File: src/rtl/depuncture.sv
// Depuncturer: re-inserts punctured positions for 802.11 rates 1/2, 2/3 and 3/4 into rate-1/2 pairs.
// Define DEPUNCTURE_ERASE_EN to add the m_axis_terase erasure-mask output.
module depuncture #(
  parameter int WIDTH = 24
) (
  input  logic               aclk,
  input  logic               aresetn,
  input  logic [2*WIDTH-1:0] s_axis_tdata,
  input  logic [3:0]         s_axis_tuser,
  input  logic               s_axis_tvalid,
  output logic               s_axis_tready,
  input  logic               s_axis_tlast,
  output logic [2*WIDTH-1:0] m_axis_tdata,
`ifdef DEPUNCTURE_ERASE_EN
  output logic [2*WIDTH-1:0] m_axis_terase,
`endif
  output logic [3:0]         m_axis_tuser,
  output logic               m_axis_tvalid,
  input  logic               m_axis_tready,
  output logic               m_axis_tlast,
  output logic               err
);

  localparam logic [3:0] RATE_6M  = 4'b1011;
  localparam logic [3:0] RATE_9M  = 4'b1111;
  localparam logic [3:0] RATE_12M = 4'b1010;
  localparam logic [3:0] RATE_18M = 4'b1110;
  localparam logic [3:0] RATE_24M = 4'b1001;
  localparam logic [3:0] RATE_36M = 4'b1101;
  localparam logic [3:0] RATE_48M = 4'b1000;
  localparam logic [3:0] RATE_54M = 4'b1100;

`ifdef DEPUNCTURE_ERASE_EN
  localparam int PW = 4*WIDTH + 5;
`else
  localparam int PW = 2*WIDTH + 5;
`endif

  typedef enum logic [1:0] {CLS_12 = 2'd0, CLS_23 = 2'd1, CLS_34 = 2'd2, CLS_BAD = 2'd3} cls_t;
  typedef enum logic [1:0] {ST_IDLE = 2'd0, ST_BODY = 2'd1, ST_DROP = 2'd2} state_t;

  function automatic cls_t f_class(input logic [3:0] rate);
    case (rate)
      RATE_6M, RATE_12M, RATE_24M:           f_class = CLS_12;
      RATE_48M:                              f_class = CLS_23;
      RATE_9M, RATE_18M, RATE_36M, RATE_54M: f_class = CLS_34;
      default:                               f_class = CLS_BAD;
    endcase
  endfunction

  // Each pattern period starts at a fixed input/output bit offset because WIDTH is a multiple of 6.
  function automatic logic [2*WIDTH-1:0] f_depunct(input cls_t cls, input logic [2*WIDTH-1:0] d);
    logic [2*WIDTH-1:0] o;
    o = '0;
    case (cls)
      CLS_23: begin
        for (int p = 0; p < WIDTH/2; p++) begin
          o[4*p]   = d[3*p];
          o[4*p+1] = d[3*p+1];
          o[4*p+2] = d[3*p+2];
        end
      end
      CLS_34: begin
        for (int p = 0; p < WIDTH/3; p++) begin
          o[6*p]   = d[4*p];
          o[6*p+1] = d[4*p+1];
          o[6*p+2] = d[4*p+2];
          o[6*p+5] = d[4*p+3];
        end
      end
      default: o = d;
    endcase
    return o;
  endfunction

`ifdef DEPUNCTURE_ERASE_EN
  function automatic logic [2*WIDTH-1:0] f_erase(input cls_t cls);
    logic [2*WIDTH-1:0] e;
    e = '0;
    case (cls)
      CLS_23: begin
        for (int p = 0; p < WIDTH/2; p++) e[4*p+3] = 1'b1;
      end
      CLS_34: begin
        for (int p = 0; p < WIDTH/3; p++) begin
          e[6*p+3] = 1'b1;
          e[6*p+4] = 1'b1;
        end
      end
      default: e = '0;
    endcase
    return e;
  endfunction
`endif

  state_t          r_state, w_next_state;
  cls_t            r_cls, w_cls, w_in_cls;
  logic [3:0]      r_rate, w_rate;
  logic            w_accept, w_push, w_err, w_latch, w_pop, w_skid_valid_nxt;
  logic            r_ready, r_err, r_out_valid, r_skid_valid;
  logic [PW-1:0]   r_out, r_skid, w_new;
  logic [2*WIDTH-1:0] w_data;

  assign w_accept = s_axis_tvalid & r_ready;
  assign w_in_cls = f_class(s_axis_tuser);
  assign w_pop    = r_out_valid & m_axis_tready;

  // Packet FSM: decides whether the accepted beat is emitted and with which rate.
  always_comb begin
    w_next_state = r_state;
    w_push       = 1'b0;
    w_err        = 1'b0;
    w_latch      = 1'b0;
    w_rate       = r_rate;
    w_cls        = r_cls;
    case (r_state)
      ST_IDLE: begin
        if (w_accept) begin
          if (w_in_cls != CLS_BAD) begin
            w_push       = 1'b1;
            w_latch      = 1'b1;
            w_rate       = s_axis_tuser;
            w_cls        = w_in_cls;
            w_next_state = s_axis_tlast ? ST_IDLE : ST_BODY;
          end else begin
            w_err        = 1'b1;
            w_next_state = s_axis_tlast ? ST_IDLE : ST_DROP;
          end
        end else begin
          w_next_state = ST_IDLE;
        end
      end
      ST_BODY: begin
        if (w_accept) begin
          w_push       = 1'b1;
          w_next_state = s_axis_tlast ? ST_IDLE : ST_BODY;
        end else begin
          w_next_state = ST_BODY;
        end
      end
      ST_DROP: begin
        if (w_accept && s_axis_tlast) w_next_state = ST_IDLE;
        else                          w_next_state = ST_DROP;
      end
      default: w_next_state = ST_IDLE;
    endcase
  end

  assign w_data = f_depunct(w_cls, s_axis_tdata);
`ifdef DEPUNCTURE_ERASE_EN
  assign w_new = {s_axis_tlast, w_rate, f_erase(w_cls), w_data};
`else
  assign w_new = {s_axis_tlast, w_rate, w_data};
`endif

  // FSM state, latched packet rate and error pulse.
  always_ff @(posedge aclk or negedge aresetn) begin
    if (!aresetn) begin
      r_state <= ST_IDLE;
      r_rate  <= 4'd0;
      r_cls   <= CLS_12;
      r_err   <= 1'b0;
    end else begin
      r_state <= w_next_state;
      r_err   <= w_err;
      if (w_latch) begin
        r_rate <= w_rate;
        r_cls  <= w_cls;
      end
    end
  end

  // Skid occupancy after this cycle; input ready is its registered complement.
  always_comb begin
    if (!r_out_valid || w_pop) w_skid_valid_nxt = r_skid_valid & w_push;
    else                       w_skid_valid_nxt = r_skid_valid | w_push;
  end

  // Output register plus one skid entry.
  always_ff @(posedge aclk or negedge aresetn) begin
    if (!aresetn) begin
      r_out_valid  <= 1'b0;
      r_skid_valid <= 1'b0;
      r_out        <= '0;
      r_skid       <= '0;
      r_ready      <= 1'b0;
    end else begin
      r_ready      <= ~w_skid_valid_nxt;
      r_skid_valid <= w_skid_valid_nxt;
      if (!r_out_valid || w_pop) begin
        if (r_skid_valid) begin
          r_out       <= r_skid;
          r_out_valid <= 1'b1;
          if (w_push) r_skid <= w_new;
        end else begin
          r_out_valid <= w_push;
          if (w_push) r_out <= w_new;
        end
      end else if (w_push) begin
        r_skid <= w_new;
      end
    end
  end

  assign s_axis_tready = r_ready;
  assign m_axis_tvalid = r_out_valid;
  assign m_axis_tdata  = r_out[2*WIDTH-1:0];
  assign m_axis_tuser  = r_out[PW-2 -: 4];
  assign m_axis_tlast  = r_out[PW-1];
`ifdef DEPUNCTURE_ERASE_EN
  assign m_axis_terase = r_out[4*WIDTH-1:2*WIDTH];
`endif
  assign err = r_err;

endmodule

File: config.mk
export PLATFORM = sky130hd
export DESIGN_NAME = depuncture
export DESIGN_NICKNAME = d
export VERILOG_FILES = /design/src/rtl/depuncture.sv
export SDC_FILE = /design/constraint.sdc
export NUM_CORES = 1
export LEC_CHECK = 0
export CORE_MARGIN = 2
export CORE_UTILIZATION = 55
export DETAILED_ROUTE_END_ITERATION = 10
export DONT_BUFFER_PORTS = 1
export HOLD_SLACK_MARGIN = 0.15
export PLACE_DENSITY = 0.71
export SYNTH_ARGS = -nofsm -noshare
export SYNTH_HDL_FRONTEND = slang
export SYNTH_SLANG_ARGS = --single-unit
File: constraint.sdc
create_clock -name aclk -period 3.2 [get_ports aclk]
set_clock_uncertainty 0.05 [all_clocks]
set_input_delay 0.32 -clock aclk [delete_from_list [all_inputs] [get_ports aclk]]
set_output_delay 0.32 -clock aclk [all_outputs]
set_load 0.02 [all_outputs]
Word level (Yosys, flattened, before mapping) --
Memories as Yosys holds them, arrays and structs flattened. Cells that the tools add are included.
Storage, ports and cells: register bits after elaboration 118, latch bits 0, memory bits (writable) 0, ROM bits 32, bits of input ports 57, output and inout bits 56, memories 1
Cells by class: add/subtract/negate cells 0, multipliers 0, divide/modulo/power cells 0, order comparisons 0, equality and inequality tests 6, shift operators 0, multiplexer cells 59, bitwise operators 5, reduce and logical (&&, ||, !) cells 7
Memory list:
- (name not given) | words 16, bits a word 2, read ports 1, clocked after memory_dff 0, write ports 0, line 43 | case (rate)
Operator list (number):
- $mux W53 | 5
- $pmux W1 S2 | 16
- $pmux W2 S2 | 8
- $pmux W3 S2 | 3
- $mux W1 | 16
- $mux W2 | 7
- $mux W4 | 3
- $pmux W2 S3 | 1
- $eq A2 B1 Y1 const B | 2
- $eq A2 B2 Y1 const B | 2
- $ne A2 B2 Y1 const B | 2
- $and A1 B1 Y1 | 3
- $logic_not A2 Y1 | 1
- $reduce_and A2 Y1 | 1
- $reduce_bool A2 Y1 | 1
- $reduce_or A2 Y1 | 1
- $logic_and A1 B1 Y1 | 1
- $logic_not A1 Y1 | 1
- $logic_or A1 B1 Y1 | 1
- $not A1 Y1 | 1
- $or A1 B1 Y1 | 1

Logic depth before layout (Yosys ltp) --
An unclocked memory read counts as a cell.
depth in word-level cells 11, depth in mapped cells 12, mapped depth without buffers 9

Least setup slack after synthesis --
OpenSTA, ideal clock, no wires.
kind register to register, start point reg r_ready, in the netlist s_axis_tready, end point reg r_out[5], arrival time 2.667 ns, data required time 3.025 ns, path slack 0.357 ns, cell stages (with the launch flop) 13, buffers on the path 3, period minus slack after synthesis 2.843 ns, cells stage by stage dfrtp_1 > nand4bb_1 > or2_1 > buf_2 > nor4_2 > a21oi_1 > ha_1 > buf_2 > buf_2 > a221o_1 > o21ai_0 > o21ai_0 > mux2_4
Between the ends: word-level cells in the longest chain between the ends 7, elaborated cells on any way between the ends 13
RTL lines:
- start: declaration | line 100 | logic r_ready, r_err, r_out_valid, r_skid_valid;
- start signal: assignment | line 188 | r_ready <= ~w_skid_valid_nxt;
- $and A1 B1 Y1 * | line 104 | assign w_accept = s_axis_tvalid & r_ready;
- $mux W2 | line 118 | if (w_accept) begin
- $mux W2 | line 116 | case (r_state)
- $eq A2 B2 Y1 / $eq A2 B1 Y1 (equally long branches) | line 55 | case (cls)
- $pmux W2 S2 | line 55
- $mux W53 | line 197 | if (w_push) r_out <= w_new;
- $mux W53 | line 191 | if (r_skid_valid) begin
- end signal: assignment | line 192 | r_out <= r_skid;
- end signal: assignment | line 197
- end: declaration | line 101 | logic [PW-1:0] r_out, r_skid, w_new;
Mark *: on every way between the ends. The rest lies on a longest branch, timed or not. The select of a mux whose other input is x is not followed. A chain may end at the register's enable or synchronous reset.

Worst setup path after layout --
start point reg r_state[0], end point reg r_out[29]
Between the ends: word-level cells in the longest chain between the ends 6, elaborated cells on any way between the ends 11
RTL lines:
- start: declaration | line 96 | state_t r_state, w_next_state;
- start signal: assignment | line 164 | r_state <= w_next_state;
- $logic_not A2 Y1 | line 116
- $mux W2 | line 116
- $eq A2 B2 Y1 / $eq A2 B1 Y1 (equally long branches) | line 55
- $pmux W2 S2 | line 55
- $mux W53 | line 197
- $mux W53 | line 191
Parallel ways exist; a longest one is shown, timed or not. The select of a mux whose other input is x is not followed.

==> metrics.txt <==
status finished, final reports clean; core area 10180 um^2; area leader, netlist dfrtp_1; diode count 0; RSZ-0062 raised after global routing true; GRT Max-Usage Layer met2; worst path arrival time 3350 ps; CTS buffer count 17; Sw Pwr about 2.8 mW; die height 105.7 um; hpwl dp ~8.5 mm; cell area after synthesis 5690 um^2; PortBufs 0; layout cell share with drive strength beyond 1 0.1771; MaxCap Viol Count 0; Worst-Skew Late Latency 510 ps; CTS Root Cell clkbuf_8; most frequent CP cell o21ai_0; I/O pin cnt 113; DIE WIDTH 105.7 um; crit path launch r_state[0]; fmax 332.2 MHz; RePlAce Congestion 0.7966; routed length per placed instance around 20 um; Combinational Power Share 0.342; wire length of the first global-routing pass 23.34 mm; Seq/Total Area, Yosys 0.5189; Sw Share 0.3802; FF-to-FF path depth 9; Tmin final around 3000 ps; Longest Clk Path Bufs 2; filler cell count 758; CP max stage delay approximately 500 ps; vias per inst 6.118; WP data required 3540 ps; worst-margin pin slew about 770 ps; commonest non-fill, non-tap cells in the layout 117 x o21ai_0, 117 x dfrtp_1, 98 x nand2_1; Setup crit end r_out[29]; synth warn 0; period utilization 0.9408; startpoint types flop; crit-path max FO 11; detailed-route via count 4460; total power draw ~7.5 mW; met2 Use GR 0.4189; largest cells by area after synthesis dfrtp_1 52%, mux2_4 13%, o21ai_0 10%; top cell type's share of synthesized area 0.5189; Routed Antenna Nets 0; critical-path cell with the highest stage delay ha_1; CP endpoint kind flop; PwrDens 1072 nW/um^2; Worst slew margin 0.4824; Pleak 3.050 nW; Initial Util 0.5587; Pre-antenna DRT Iters 5; met3 GRT Util 0.07359; Synth-to-Final Area Change 22.19%; initial drt markers 342; Clock power frac 0.255; Net count, final 639; Worst Hold Class input port to flop; worst reg-to-reg setup slack 190 ps; Reg-to-Reg Start r_state[0]; grt total ovfl 0; Max Slew Vio Count 0; site row count 37; Netlist cell types 37; largest net degree at the start of global routing between 100 and 150; Final Hold Viols 0; FF-to-FF End r_out[29]; die footprint 11180 um^2; CTS tree built; P_int 4.620 mW; WL final 14.58 mm; Tot GR Track Use 0.2675; Min Hold Slack 157.3 ps; VDD IR max ~0.54 mV; vias in the first global route ~4500; CP Cell Sequence nand4bb_1 > or2_4 > nor4_4 > a21oi_1 > ha_1 > clkinvlp_4 > o21ai_0 > o21ai_0 > mux2_4; FF+latch count, synth 118; Final setup viols 0; WS Path Type flop to flop; syn_nets ~590; Residual DRC 0; clk slew on worst S/H paths 60 ps; GR Layer Usage met1 0.3467; Syn Inst Count 533; initial antenna violation count 0; part of the power in registers 0.403; Mean Syn Cell Area around 11 um^2; H-tree depth 4; TritonCTS sink count 118
## state kept, by name, summed over array words and instances, names as in the netlist
signal	flops
r_out	53
r_skid	53
r_rate	4
r_cls	2
r_state	2
err	1
m_axis_tvalid	1
r_skid_valid	1
s_axis_tready	1
## how the worst min path moves through the flow
stage / start / end / depth (start not counted)
finish: s_axis_tdata[27] / r_skid[36] / 3
global route: s_axis_tdata[4] / r_skid[5] / 3
CTS: s_axis_tdata[11] / r_skid[17] / 3
detailed placement: aresetn / r_skid[32] / 0
global placement: aresetn / r_out[31] / 0
floorplan: aresetn / err / 0
## repair_timing
action	CTS	global route
resized for setup	0	7
hold endpoints to repair	207	0
hold buffers	57	0
buffers inserted	0	2
setup endpoints to repair	0	49
## Yosys cell counts
cell and n:
maj3_1 1, a221o_1 20, nor2_4 1, and2b_1 1
dfrtp_1 118, o211a_1 1, or2_1 1, o21ai_0 117
clkbuf_2 3, a21oi_2 1, a2bb2oi_1 1, and2_1 3
ha_1 2, nor3_1 1, nand3_1 5, nor4_2 1
mux2_4 50, nand2_1 98, a22oi_1 17, nand2b_1 2
a21oi_1 10, nor2b_1 2, inv_1 9, a31oi_1 4
o211ai_1 5, and3_1 1, or3_1 1, buf_2 17
a21o_1 4, nor2_1 4, a211oi_1 1, clkbuf_1 10
buf_1 6, buf_6 6, nand4bb_1 1, mux2_2 1
mux2i_1 7
## metal layers
layer / wire length [um] / vias up
li1: - / 1993
met1: 5947 / 2200
met2: 7094 / 207
met3: 1026 / 60
met4: 512 / 0
met5: 0 / -
## final cells by class
type	instances	area (um^2)	area share
well taps	136	170.2	0.02447
clock inverters	13	155.1	0.02231
repair buffers	69	694.4	0.09987
inverters	9	37.54	0.005399
flip-flops and latches	118	2954	0.4249
repair inverters	1	7.507	0.001080
multi-input cells	364	2492	0.3585
clock buffers	19	441.7	0.06352
## worst max-delay path: cells and delay by family, from the launching register on
kind                     cells  cell delay, ps
flip-flops                   1             420
AND/OR/NAND/NOR              3             760
buffers and inverters        1             340
adder cells (fa/ha/maj)      1             500
multiplexers                 1             280
AO/OA/AOI/OAI                3             540
## cell families after synthesis
group | Yosys count | share of synthesized area
compound gates | 181 | 0.1917
fa+ha+maj | 3 | 0.006156
buf+inv | 51 | 0.04595
flops | 118 | 0.5189
mux | 58 | 0.1462
simple gates | 122 | 0.09103
## power groups by stage
| stage | Combinational (mW) | Sequential (mW) | Clock (mW) |
|---|---|---|---|
| 2_1_floorplan | 1.96 | 2.88 | 0 |
| 4_1_cts | 2.43 | 3.00 | 1.92 |
| 3_5_place_dp | 2.30 | 3.01 | 0 |
| 3_3_place_gp | 2.23 | 2.99 | 0 |
| 5_1_grt | 2.81 | 3.08 | 2.00 |
| 6_report | 2.55 | 3.01 | 1.90 |
## per-stage QoR
step	instances	setup WS [ps]	utilization	TNS, ps	cell area, um^2
after detailed placement	637	105.0	0.5618	0	5722
after global routing	729	-18.60	0.6827	-18.60	6953
after floorplan	533	357.4	-	0	5690
after global placement	637	188.7	0.5618	0	5722
after CTS	726	83.03	0.6781	0	6907
final	729	189.4	0.6827	0	6953
Note: power is estimated with default switching activity, not from simulation.
